[src/rtl/alu.sv]
// 32-bit registered ALU: result on C one clock after A/B/ALUOp are sampled.
// Define ALU_FLAGS_EN to add the registered zero and signed-overflow flags.
module alu (
  input  logic        clk,
  input  logic        rst_n,
  input  logic [31:0] A,
  input  logic [31:0] B,
  input  logic [2:0]  ALUOp,
  output logic [31:0] C
`ifdef ALU_FLAGS_EN
  ,
  output logic        zero,
  output logic        ovf
`endif
);

  logic [31:0] w_sum;
  logic [31:0] w_diff;
  logic [4:0]  w_shamt;
  logic [31:0] w_result;
  logic [31:0] r_c;

  assign w_sum   = A + B;
  assign w_diff  = A - B;
  assign w_shamt = B[4:0];

  always_comb begin
    w_result = '0;
    case (ALUOp)
      3'b000:  w_result = w_sum;
      3'b001:  w_result = w_diff;
      3'b010:  w_result = A & B;
      3'b011:  w_result = A | B;
      3'b100:  w_result = A >> w_shamt;
      3'b101:  w_result = 32'($signed(A) >>> w_shamt);
      3'b110:  w_result = {31'b0, $signed(A) < $signed(B)};
      3'b111:  w_result = {31'b0, A < B};
      default: w_result = '0;
    endcase
  end

  always_ff @(posedge clk or negedge rst_n) begin
    if (!rst_n) begin
      r_c <= '0;
    end else begin
      r_c <= w_result;
    end
  end

  assign C = r_c;

`ifdef ALU_FLAGS_EN
  logic w_ovf;
  logic r_zero;
  logic r_ovf;

  // Overflow only when the operands' signs make the result sign impossible.
  always_comb begin
    w_ovf = 1'b0;
    case (ALUOp)
      3'b000:  w_ovf = (A[31] == B[31]) && (w_sum[31] != A[31]);
      3'b001:  w_ovf = (A[31] != B[31]) && (w_diff[31] != A[31]);
      default: w_ovf = 1'b0;
    endcase
  end

  always_ff @(posedge clk or negedge rst_n) begin
    if (!rst_n) begin
      r_zero <= 1'b1;
      r_ovf  <= 1'b0;
    end else begin
      r_zero <= (w_result == '0);
      r_ovf  <= w_ovf;
    end
  end

  assign zero = r_zero;
  assign ovf  = r_ovf;
`endif

endmodule

[config.mk]
export PLATFORM = sky130hd
export DESIGN_NAME = alu
export DESIGN_NICKNAME = d
export VERILOG_FILES = /design/src/rtl/alu.sv
export SDC_FILE = /design/constraint.sdc
export NUM_CORES = 1
export LEC_CHECK = 0
export CORE_ASPECT_RATIO = 0.9
export CORE_MARGIN = 4
export CORE_UTILIZATION = 54
export CTS_BUF_LIST = sky130_fd_sc_hd__clkbuf_4 sky130_fd_sc_hd__clkbuf_8 sky130_fd_sc_hd__clkbuf_16
export DETAILED_ROUTE_END_ITERATION = 7
export MAX_ROUTING_LAYER = met4
export PLACE_DENSITY = 0.79
export SLEW_MARGIN = 30
export SYNTH_ARGS = -nofsm -noshare
export SYNTH_HDL_FRONTEND = slang
export SYNTH_SLANG_ARGS = --single-unit
[constraint.sdc]
create_clock -name clk -period 0.8 [get_ports clk]
set_input_delay 0.12 -clock clk [delete_from_list [all_inputs] [get_ports clk]]
set_output_delay 0.12 -clock clk [all_outputs]
set_load 0.01 [all_outputs]
==> results_dict.tcl, run 1 <==
set metrics [dict create \
    outcome "aborted with a tool error" \
    stop_stage "global routing" \
    error_line "[ERROR DPL-0038] Utilization greater than 100%, impossible to legalize" \
    ios 101 \
    grt_worst_setup_endpoint "C[24]$_DFF_PN0_/D" \
    cts_buffers 5 \
    ys_types 84 \
    port_buffers 100 \
    gp_congestion 1.10 \
    synth_area_leaders "ha_1 (16%), dfrtp_1 (11%), a21oi_1 (6.8%)" \
    dp_hpwl_microns 26100 \
    cts_max_path_buffers 2 \
    synth_area_per_cell_sq_um 7.21 \
    synthesis.instances 1014 \
    pre_cts_ws_ns -2.53 \
    synthArstFlopShare_pct 100 \
    yosysTopAreaCellShare_pct 16.4 \
    htreeDepth 2 \
    cts-root-buf "clkbuf_16" \
    synth-edff-count 0 \
    core.rowCount 40 \
    fp.dieH_microns 118 \
    yosys_warnings 0 \
    synth-main-ff-cell "dfrtp_1" \
    syn-cell-area_sq_mm 0.00731 \
    yosys.area.top_type "ha_1" \
    grt_max_degree 43 \
    yosysMostFrequentCell "a21oi_1" \
    synth_common_cells "a21oi_1 (99), ha_1 (96), inv_1 (96), nand2_1 (89), nor2_1 (87)" \
    place_inst 1567 \
    start_util_pct 54.9 \
    ys_seq_elements 32 \
    cts.sinks 32 \
    die_x_microns 131 \
    worst_path_end_type "sequential cell input" \
    synth_seq_area_share_pct 10.9 \
    synth_nets 1181 \
]
metrics by stage:
stage          area, sq um  hold WS, ns  TNS (ns)
2_1_floorplan         7490       -0.176    -47.14
3_3_place_gp         11000        0.102    -71.28
3_5_place_dp         11000        0.122    -73.42
4_1_cts              12700        0.350    -44.72
kinds of logic after synthesis:
logic type	count (synthesis)	share of synthesized area (%)
compound gates	361	32.9
xor+xnor	28	3.35
fa+ha+maj	98	17.0
buf+inv	167	9.13
flops	32	10.9
mux	48	9.00
simple gates	280	17.7
what timing repair did:
action | CTS
gates resized for setup | 602
buffers inserted | 45
pin swaps | 112
hold buffers | 1
setup endpoints to repair | 64
cloned | 2
endpoints found under the hold margin | 32
==> inputs of run 2 (changes only) <==
==> config.mk (replaced) <==
export PLATFORM = sky130hd
export DESIGN_NAME = alu
export DESIGN_NICKNAME = d
export VERILOG_FILES = /design/src/rtl/alu.sv
export SDC_FILE = /design/constraint.sdc
export NUM_CORES = 1
export LEC_CHECK = 0
export CORE_MARGIN = 4
export CORE_UTILIZATION = 39
export DETAILED_ROUTE_END_ITERATION = 7
export PLACE_DENSITY_LB_ADDON = 0.15
export SLEW_MARGIN = 30
export SYNTH_ARGS = -nofsm -noshare
export SYNTH_HDL_FRONTEND = slang
export SYNTH_SLANG_ARGS = --single-unit
==> results_dict.tcl, run 2 <==
set metrics [dict create \
    synth_seq_area_share_pct 10.9 \
    cts.clk_slew.worst_paths_ns 0.07 \
    synth_area_leaders "ha_1 (16%), dfrtp_1 (11%), a21oi_1 (6.8%)" \
    grt_pass1_vias 10114 \
    ys_types 84 \
    ys_seq_elements 32 \
    final_hold_viol_count 0 \
    grt_max_degree 43 \
    fin_cells 1739 \
    pre_cts_ws_ns -2.50 \
    gp_congestion 1.02 \
    wire_per_inst_microns 21.5 \
    cts_tree "yes" \
    fp.dieH_microns 145 \
    worst-path-max-fanout 3 \
    routed_wl_microns 37500 \
    crit_path_frequent_cell "buf_6" \
    powerDensity_mw_per_mm2 1030 \
    first_iter_violations 936 \
    htreeDepth 2 \
    cts_buffers 5 \
    relSlewSlack_pct 58.3 \
    worstSetupPathType "input pin to register" \
    synth_compound_area_share_pct 32.9 \
    antenna_found_initial 2 \
    ios 101 \
    n_fill_cell 1281 \
    track_usage_pct 33.1 \
    n_antenna_cell 0 \
    rsz0062_at_grt "yes" \
    fmax_mhz 399 \
    die_x_microns 145 \
    port_buffers 100 \
    violations "negative setup slack" \
    critical_path.cell_chain "buf_8 -> buf_6 -> ha_4 -> inv_2 -> fa_2 -> nor2b_4 -> o31a_1 -> o41a_1 -> nand4b_4 -> a21oi_4 -> buf_6 -> a311oi_4 -> a21oi_2 -> xnor2_1 -> o21ai_1" \
    drc 0 \
    drive_above_1_share_pct 56.5 \
    layout_common_cells "buf_4 (386), nand2_1 (75), nor2_1 (73)" \
    synth-main-ff-cell "dfrtp_1" \
    cts-root-buf "clkbuf_16" \
    viasPerCell 5.87 \
    setup_slack_ns -1.71 \
    grt_pass1_wl_microns 56100 \
    cts_max_path_buffers 2 \
    synth_mux_area_share_pct 9.00 \
    start_util_pct 40.2 \
    synth_area_per_cell_sq_um 7.21 \
    layout_commonest_cell "buf_4" \
    area_growth_pct 90.8 \
    synthArstFlopShare_pct 100 \
    fin_crit_sh_pct 313 \
    core.rowCount 49 \
    grt_overflow 0 \
    finalWorstPathRequiredPeriod_ns 2.51 \
    outcome "complete, but fails checks" \
    cp_num_buf_inv 4 \
    yosys.area.top_type "ha_1" \
    place_inst 1648 \
    ant_nets 0 \
    synthesis.instances 1014 \
    cts.sinks 32 \
    syn-cell-area_sq_mm 0.00731 \
    first_pass_iters 6 \
    critPathSlowestCell "o41a_1" \
    core_area_sq_mm 0.0182 \
    peakVddDrop_mv 0.801 \
    worstPathRequired_ns 0.96 \
    synth_fa_ha_area_share_pct 17.0 \
    slew_violations 0 \
    synth_top_family_by_area "compound AO/OA/AOI/OAI gates" \
    end_kind "register" \
    synth_nets 1181 \
    setup_viol 64 \
    yosysMostFrequentCell "a21oi_1" \
    yosys_warnings 0 \
    via_count 10211 \
    synth-edff-count 0 \
    synth_common_cells "a21oi_1 (99), ha_1 (96), inv_1 (96), nand2_1 (89), nor2_1 (87)" \
    hp-class "input pin to async pin" \
    yosys.area_share.simple_pct 17.7 \
    yosys.area_share.xor_xnor_pct 3.35 \
    critical-path-top-delay-family "compound AO/OA/AOI/OAI gates" \
    yosysTopAreaCellShare_pct 16.4 \
    nNetsFinal 1677 \
    worst_slew_pin_slew_ns 0.623 \
    crit_arrival_ns 2.67 \
    p_leak_nw 6.43 \
    max-cap-violations 0 \
    cp_slowest_stage_delay_ns 0.51 \
    largest_reg_flops 32 \
    start_kind "input pin" \
    dp_hpwl_microns 26600 \
    dieArea_sq_mm 0.0210 \
]
## run 2: cell counts after synthesis
Identical to the previous run, type by type.
## run 2: timing repair
action	4_1_cts	5_1_grt
resized for setup	590	181
hold buffers	1	0
buffers inserted	63	28
cloned	2	0
hold endpoints to repair	32	0
endpoints found under the setup margin	64	64
pin swaps	120	90
## run 2: per-stage QoR
| stage | hold WS [ns] | instance area (sq um) | power, mW | setup TNS (ns) | util [%] |
|---|---|---|---|---|---|
| 2_1_floorplan | -0.176 | 7490 | 5.69 | -47.14 | - |
| 3_3_place_gp | 0.110 | 11200 | 9.77 | -72.76 | 61.6 |
| 3_5_place_dp | 0.107 | 11200 | 9.81 | -73.53 | 61.6 |
| 4_1_cts | 0.326 | 13100 | 13.2 | -46.02 | 72.1 |
| 5_1_grt | 0.362 | 14000 | 15.1 | -51.70 | 76.6 |
| 6_report | 0.328 | 14000 | 14.4 | -48.87 | 76.6 |
## run 2: layout make-up
cell class / instances / area (sq um) / share of cell area [%]
sequential: 32 / 801 / 5.74
clock buffer: 6 / 129 / 0.923
inverter: 101 / 414 / 2.97
tap: 229 / 287 / 2.05
multi-input combinational: 815 / 7740 / 55.5
clock inverter: 1 / 5.00 / 0.0359
timing repair buffer: 555 / 4580 / 32.8
## run 2: worst paths after layout
kind | end | cells past startpoint | start
min in group clk | C[8]$_DFF_PN0_ | 5 | B[8]
max | C[22]$_DFF_PN0_ | 15 | B[0]
max in group asynchronous | C[18]$_DFF_PN0_ | 3 | rst_n
min | C[7]$_DFF_PN0_ | 3 | rst_n
## run 2: logic make-up (layout without fill, tap and decap cells)
group / count (synthesis) / after routing
flops: 32 / 32
xor+xnor: 28 / 28
compound gates: 361 / 361
fa+ha+maj: 98 / 98
mux: 48 / 48
buf+inv: 167 / 663
simple gates: 280 / 280
## run 2: power breakdown
part           switching, mW  internal [mW]
clock                  0.954           1.14
combinational           5.23           5.15
sequential             0.115           1.85
## run 2: metal layers
| metal | vias to the layer above | global-route usage, % | wire [microns] |
|---|---|---|---|
| met4 | 4 | 9.69 | 1380 |
| met2 | 586 | 53.7 | 17100 |
| li1 | 4696 | - | - |
| met3 | 128 | 7.73 | 3700 |
| met5 | - | 0 | 17 |
| met1 | 4797 | 44.2 | 15200 |
Power figures use the tool's default switching activity.
